--- src/rtl/lcd_spi_rx.sv ---
// lcd_spi_rx: panel-side receiver for the 4-wire LCD serial link (CSX, DC, SCK, SDA).
// Oversamples the link in the clk domain and assembles 8-bit command/parameter
// bytes and 12-bit RGB444 pixels. Decodes CASET, RASET and RAMWR, and emits
// framebuffer write strobes with addresses that auto-increment inside the
// programmed window.

module lcd_spi_rx #(
    parameter int H_RES       = 160,
    parameter int V_RES       = 80,
    parameter int SYNC_STAGES = 2
) (
    input  logic        clk,
    input  logic        rst,
    input  logic        LCD_CSX,
    input  logic        LCD_DC,
    input  logic        LCD_SCK,
    input  logic        LCD_SDA,
    output logic        cmd_valid,
    output logic [7:0]  cmd_byte,
    output logic        param_valid,
    output logic [7:0]  param_byte,
    output logic        pixel_we,
    output logic [13:0] pixel_addr,
    output logic [11:0] pixel_data,
    output logic        ramwr_active,
    output logic        frame_err
);

    localparam logic [7:0] CMD_CASET = 8'h2A;
    localparam logic [7:0] CMD_RASET = 8'h2B;
    localparam logic [7:0] CMD_RAMWR = 8'h2C;

    // 9-bit limits so coordinates up to 255 compare correctly against the panel size.
    localparam logic [8:0] H_LIM = 9'(H_RES);
    localparam logic [8:0] V_LIM = 9'(V_RES);

    typedef enum logic [1:0] {
        IDLE,
        PARAM_CASET,
        PARAM_RASET,
        RAMWR
    } state_t;

    // Synchronizer chains; the link-side end of each chain is bit 0.
    logic [SYNC_STAGES-1:0] csx_sync;
    logic [SYNC_STAGES-1:0] dc_sync;
    logic [SYNC_STAGES-1:0] sck_sync;
    logic [SYNC_STAGES-1:0] sda_sync;
    logic                   prev_sck;

    logic s_csx;
    logic s_dc;
    logic s_sck;
    logic s_sda;

    state_t      state;
    logic [3:0]  bit_cnt;
    logic [11:0] shift_reg;
    logic [2:0]  param_idx;
    logic [7:0]  xs;
    logic [7:0]  xe;
    logic [7:0]  ys;
    logic [7:0]  ye;
    logic [7:0]  cur_x;
    logic [7:0]  cur_y;

    logic        sck_rise;
    logic [11:0] shift_next;
    logic [3:0]  bit_cnt_next;
    logic [3:0]  word_len;
    logic        word_done;
    logic [7:0]  rx_byte;
    logic        pixel_in_range;
    logic [13:0] pixel_addr_calc;

    assign s_csx = csx_sync[SYNC_STAGES-1];
    assign s_dc  = dc_sync[SYNC_STAGES-1];
    assign s_sck = sck_sync[SYNC_STAGES-1];
    assign s_sda = sda_sync[SYNC_STAGES-1];

    assign sck_rise     = s_sck & ~prev_sck;
    assign shift_next   = {shift_reg[10:0], s_sda};
    assign bit_cnt_next = bit_cnt + 4'd1;
    assign rx_byte      = shift_next[7:0];

    // Pixels are 12 bits only while in RAMWR with DC high; everything else is a byte.
    assign word_len  = (state == RAMWR && s_dc) ? 4'd12 : 4'd8;
    assign word_done = sck_rise && !s_csx && (bit_cnt_next == word_len);

    assign pixel_in_range  = ({1'b0, cur_x} < H_LIM) && ({1'b0, cur_y} < V_LIM);
    assign pixel_addr_calc = 14'(cur_y) * 14'(H_RES) + 14'(cur_x);

    // Bring the four link inputs into the clk domain and keep the previous SCK for edge detection.
    always_ff @(posedge clk or posedge rst) begin
        // NOTE: every sequential assignment is non-blocking so all flops update
        // from the same pre-edge values; blocking here would collapse the chain.
        if (rst) begin
            csx_sync <= '1;
            dc_sync  <= '0;
            sck_sync <= '0;
            sda_sync <= '0;
            prev_sck <= 1'b0;
        end else begin
            csx_sync <= {csx_sync[SYNC_STAGES-2:0], LCD_CSX};
            dc_sync  <= {dc_sync[SYNC_STAGES-2:0], LCD_DC};
            sck_sync <= {sck_sync[SYNC_STAGES-2:0], LCD_SCK};
            sda_sync <= {sda_sync[SYNC_STAGES-2:0], LCD_SDA};
            prev_sck <= s_sck;
        end
    end

    // Word assembly, command decode, window registers and pixel address generation.
    always_ff @(posedge clk or posedge rst) begin
        if (rst) begin
            state        <= IDLE;
            bit_cnt      <= 4'd0;
            shift_reg    <= 12'd0;
            param_idx    <= 3'd0;
            xs           <= 8'd0;
            xe           <= 8'(H_RES - 1);
            ys           <= 8'd0;
            ye           <= 8'(V_RES - 1);
            cur_x        <= 8'd0;
            cur_y        <= 8'd0;
            cmd_valid    <= 1'b0;
            cmd_byte     <= 8'd0;
            param_valid  <= 1'b0;
            param_byte   <= 8'd0;
            pixel_we     <= 1'b0;
            pixel_addr   <= 14'd0;
            pixel_data   <= 12'd0;
            ramwr_active <= 1'b0;
            frame_err    <= 1'b0;
        end else begin
            // NOTE: strobes default low here so each fires for exactly one cycle
            // unless a completed word re-asserts it below.
            cmd_valid   <= 1'b0;
            param_valid <= 1'b0;
            pixel_we    <= 1'b0;
            frame_err   <= 1'b0;

            if (s_csx) begin
                // CSX high dominates a coincident SCK edge; bit_cnt is only
                // non-zero on the first CSX-high cycle after a partial word.
                bit_cnt <= 4'd0;
                if (bit_cnt != 4'd0) begin
                    frame_err <= 1'b1;
                end
            end else if (sck_rise) begin
                shift_reg <= shift_next;
                if (!word_done) begin
                    bit_cnt <= bit_cnt_next;
                end else begin
                    bit_cnt <= 4'd0;
                    if (!s_dc) begin
                        // Command byte: the only thing that changes state.
                        cmd_valid <= 1'b1;
                        cmd_byte  <= rx_byte;
                        param_idx <= 3'd0;
                        case (rx_byte)
                            CMD_CASET: begin
                                state        <= PARAM_CASET;
                                ramwr_active <= 1'b0;
                            end
                            CMD_RASET: begin
                                state        <= PARAM_RASET;
                                ramwr_active <= 1'b0;
                            end
                            CMD_RAMWR: begin
                                state        <= RAMWR;
                                ramwr_active <= 1'b1;
                                cur_x        <= xs;
                                cur_y        <= ys;
                            end
                            default: begin
                                state        <= IDLE;
                                ramwr_active <= 1'b0;
                            end
                        endcase
                    end else if (state != RAMWR) begin
                        // Parameter byte: only the low bytes of each 16-bit coordinate matter.
                        param_valid <= 1'b1;
                        param_byte  <= rx_byte;
                        if (param_idx < 3'd4) begin
                            param_idx <= param_idx + 3'd1;
                        end
                        case (state)
                            PARAM_CASET: begin
                                if (param_idx == 3'd1) xs <= rx_byte;
                                if (param_idx == 3'd3) xe <= rx_byte;
                            end
                            PARAM_RASET: begin
                                if (param_idx == 3'd1) ys <= rx_byte;
                                if (param_idx == 3'd3) ye <= rx_byte;
                            end
                            default: ;
                        endcase
                    end else begin
                        // Pixel: write only on-panel cells, but always advance the cursor.
                        if (pixel_in_range) begin
                            pixel_we   <= 1'b1;
                            pixel_addr <= pixel_addr_calc;
                            pixel_data <= shift_next;
                        end
                        if (cur_x == xe) begin
                            cur_x <= xs;
                            cur_y <= (cur_y == ye) ? ys : cur_y + 8'd1;
                        end else begin
                            cur_x <= cur_x + 8'd1;
                        end
                    end
                end
            end
        end
    end

endmodule

--- config.mk ---
export PLATFORM = sky130hd
export DESIGN_NAME = lcd_spi_rx
export DESIGN_NICKNAME = d
export VERILOG_FILES = /design/src/rtl/lcd_spi_rx.sv
export SDC_FILE = /design/constraint.sdc
export NUM_CORES = 1
export LEC_CHECK = 0
export CORE_ASPECT_RATIO = 1.1
export CORE_MARGIN = 1.5
export CORE_UTILIZATION = 50
export DETAILED_ROUTE_END_ITERATION = 8
export DONT_BUFFER_PORTS = 1
export PLACE_DENSITY = 0.69
export SYNTH_ARGS = -nofsm -noshare
export SYNTH_HDL_FRONTEND = slang
export SYNTH_SLANG_ARGS = --single-unit
--- constraint.sdc ---
create_clock -name clk -period 6.1 [get_ports clk]
set_input_delay 0.61 -clock clk [delete_from_list [all_inputs] [get_ports clk]]
set_output_delay 0.61 -clock clk [all_outputs]
set_load 0.005 [all_outputs]
==> results.py <==
metrics = {
    "detailed_routing": {
        "viasPerCell": 5.749,
        "wl_per_cell_um": 18.47,
        "vias": 3622,
        "maxUsedRoutingLayer": "met4",
        "wl_met2_um": 5507,
        "detail-route-antenna-nets": 0,
        "wirelength_um": 11630,
        "wl_met1_um": 5375,
        "drt_first_pass_iters": 4,
        "drc": 0,
        "wl_met3_um": 587,
        "first_iter_violations": 209,
    },
    "synthesis": {
        "syn_area_um2": 6008,
        "syn_inst": 478,
        "synth_area_leaders": "dfrtp_1, mux2_2, dfstp_2",
        "syn_nets": 507,
        "netlist-cell-type-count": 56,
        "synth-seq-cells": 124,
        "seq_area_frac_synth_pct": 51.92,
        "synth_top_area_share_pct": 46.23,
        "synth.most_common_cell": "dfrtp_1",
        "yosys_warnings": 0,
        "synth_edf_count": 0,
        "synth.largest_area_cell": "dfrtp_1",
        "synthTopCellsByCount": "dfrtp_1, mux2_2, a21oi_1",
        "syn_avg_cell_area_um2": 12.57,
        "yosys_most_used_dff": "dfrtp_1",
        "async_flop_share_pct": 100.0,
    },
    "clock_network": {
        "path_clk_slew_ns": 0.05,
        "clk_latency_ns": 0.41,
        "cts_root_buf": "clkbuf_16",
        "cts-resized-gates": 0,
        "h-tree-depth": 4,
        "post_cts_buffers": 0,
        "numCtsBuffers": 17,
        "clockBufferDepth": 2,
        "cts_tree": "built",
        "clkSinkCount": 124,
        "cts_hold_buf": 0,
    },
    "pwr": {
        "p_sw_uw": 449.9,
        "p_clk_share_pct": 50.3,
        "p_leak_uw": 0.003185,
        "swShare_pct": 22.54,
        "power_density_nw_per_um2": 302.5,
        "combPwrFrac_pct": 3.2,
        "pwr-share-seq_pct": 46.6,
        "total_power_uw": 1996,
        "p_int_uw": 1546,
        "ir_drop_v": 0.0002276,
    },
    "timing": {
        "drv_slew": 0,
        "whs_ns": 0.1601,
        "rsz0062_at_grt": "no",
        "period_share_pct": 46.39,
        "max_slew.worst_pin.slew_ns": 1.269,
        "setup_viol": 0,
        "relSlewSlack_pct": 14.86,
        "final.setup_skew_ns": 0.007169,
        "fin_crit_ns": 2.830,
        "fin_setup_tns_ns": 0,
        "max_clock_freq_ghz": 0.3534,
        "hold_viol_final": 0,
    },
    "worst_hold_path": {
        "min_path_type": "input pin to async pin",
    },
    "final_layout": {
        "num_antenna_cells": 0,
        "final_cells": 630,
        "nets": 496,
        "seq_area_um2": 3119,
        "largest_reg_flops": 14,
        "final_cell_area_um2": 6596,
        "area_delta_synth_final_pct": 9.788,
        "drive_gt1_share_pct": 28.75,
        "num-fill-cells": 950,
        "multi_input_area_um2": 2656,
    },
    "placed_design": {
        "dp_cells": 598,
        "hpwlAfterDp_um": 7721,
        "io_buffers": 0,
        "placed_area_um2": 6007,
        "place.gp.congestion": 0.8188,
    },
    "grt": {
        "antenna_found_initial": 0,
        "grt_pass1_wl_um": 19850,
        "grt_util_all_layers_pct": 20.35,
        "grt_remaining_overflow": 0,
        "grt_pass1_vias": 3748,
        "grt_max_degree": 74,
    },
    "critical_path": {
        "cp-end-kind": "flop",
        "cp_data_arrival_time_ns": 3.12,
        "cp_max_fo": 8,
        "critPathRequiredTime_ns": 6.39,
        "crit_type": "flop to flop",
        "start_kind": "flop",
    },
    "floorplan": {
        "start_util_pct": 51.82,
        "row_count": 41,
        "pin_count": 53,
        "die-area_um2": 12680,
        "coreArea_um2": 11590,
        "dieWidth_um": 107.5,
        "die_height_um": 118.0,
    },
    "outcome": {
        "status": "finished, final reports clean",
    },
    "flow_run": {
        "drv_cap": 0,
    },
}
## worst paths after layout
path	endpoint	slack, ns	cells after the start	start
max reg2reg	pixel_addr[13]$_DFFE_PP0P_	3.27	9	cur_y[1]$_DFFE_PP0P_
max in group asynchronous	cmd_valid$_DFF_PP0_	4.61	2	rst
min reg2reg	dc_sync[1]$_DFF_PP0_	0.35	0	dc_sync[0]$_DFF_PP0_
max	pixel_addr[13]$_DFFE_PP0P_	3.27	9	cur_y[1]$_DFFE_PP0P_
min	pixel_addr[12]$_DFFE_PP0P_	0.16	1	rst
min in group clk	csx_sync[0]$_DFF_PP1_	0.20	0	LCD_CSX
## metal layers
metal,track usage [%],up-vias
met5,0,-
met1,27.81,1832
li1,-,1678
met4,7.484,0
met2,30.33,92
met3,6.423,20
## critical path: stages, from the launching register on
cell and delay [ns]:
dfrtp_1 0.48, ha_1 0.34, ha_1 0.23, fa_1 0.40
a211oi_1 0.25, nor2_1 0.09, xor2_1 0.20, nand3b_1 0.13
xnor3_1 0.34, mux2_4 0.26
## power groups by stage
stage / Sequential [µW] / Clock, µW / Combinational [µW]
after floorplan: 877 / 0 / 95.8
after global placement: 942 / 0 / 62.5
after detailed placement: 944 / 0 / 64.6
after CTS: 930 / 1020 / 65.0
after global routing: 935 / 1060 / 71.5
final: 929 / 1000 / 63.3
## layout by cell type, fill, tap and decap left out, drive strengths merged, types with 5 or more instances in the layout
cell type	count
dfrtp	111
mux2	81
a21oi	24
clkbuf	24
nand2	23
nor2	23
xnor2	22
ha	21
o21ai	19
dfstp	13
nand3	13
mux2i	9
nand4	9
inv	9
xor2	7
nor2b	5
nand2b	5
and4	5
## final cells by class
cell class,count,area share [%]
Sequential cell,124,47.29
Multi-Input combinational cell,314,40.27
Inverter,9,0.5501
Clock buffer,24,7.151
Clock inverter,8,1.783
Tap cell,150,2.845
Timing Repair Buffer,1,0.1138
## kinds of logic after synthesis
kind of cell	count (synthesis)	synth area share [%]
flops	124	51.92
simple gates	103	9.434
mux	90	17.99
compound gates	68	7.143
buf+inv	40	3.873
xor+xnor	30	4.602
fa+ha+maj	23	5.040
## stage by stage
stage,util [%],worst slack (ns)
finish,56.90,3.270
global route,56.90,3.096
CTS,56.90,3.253
detailed placement,51.81,3.263
global placement,51.81,3.274
floorplan,-,2.212
(Power assumes the default switching activity.)
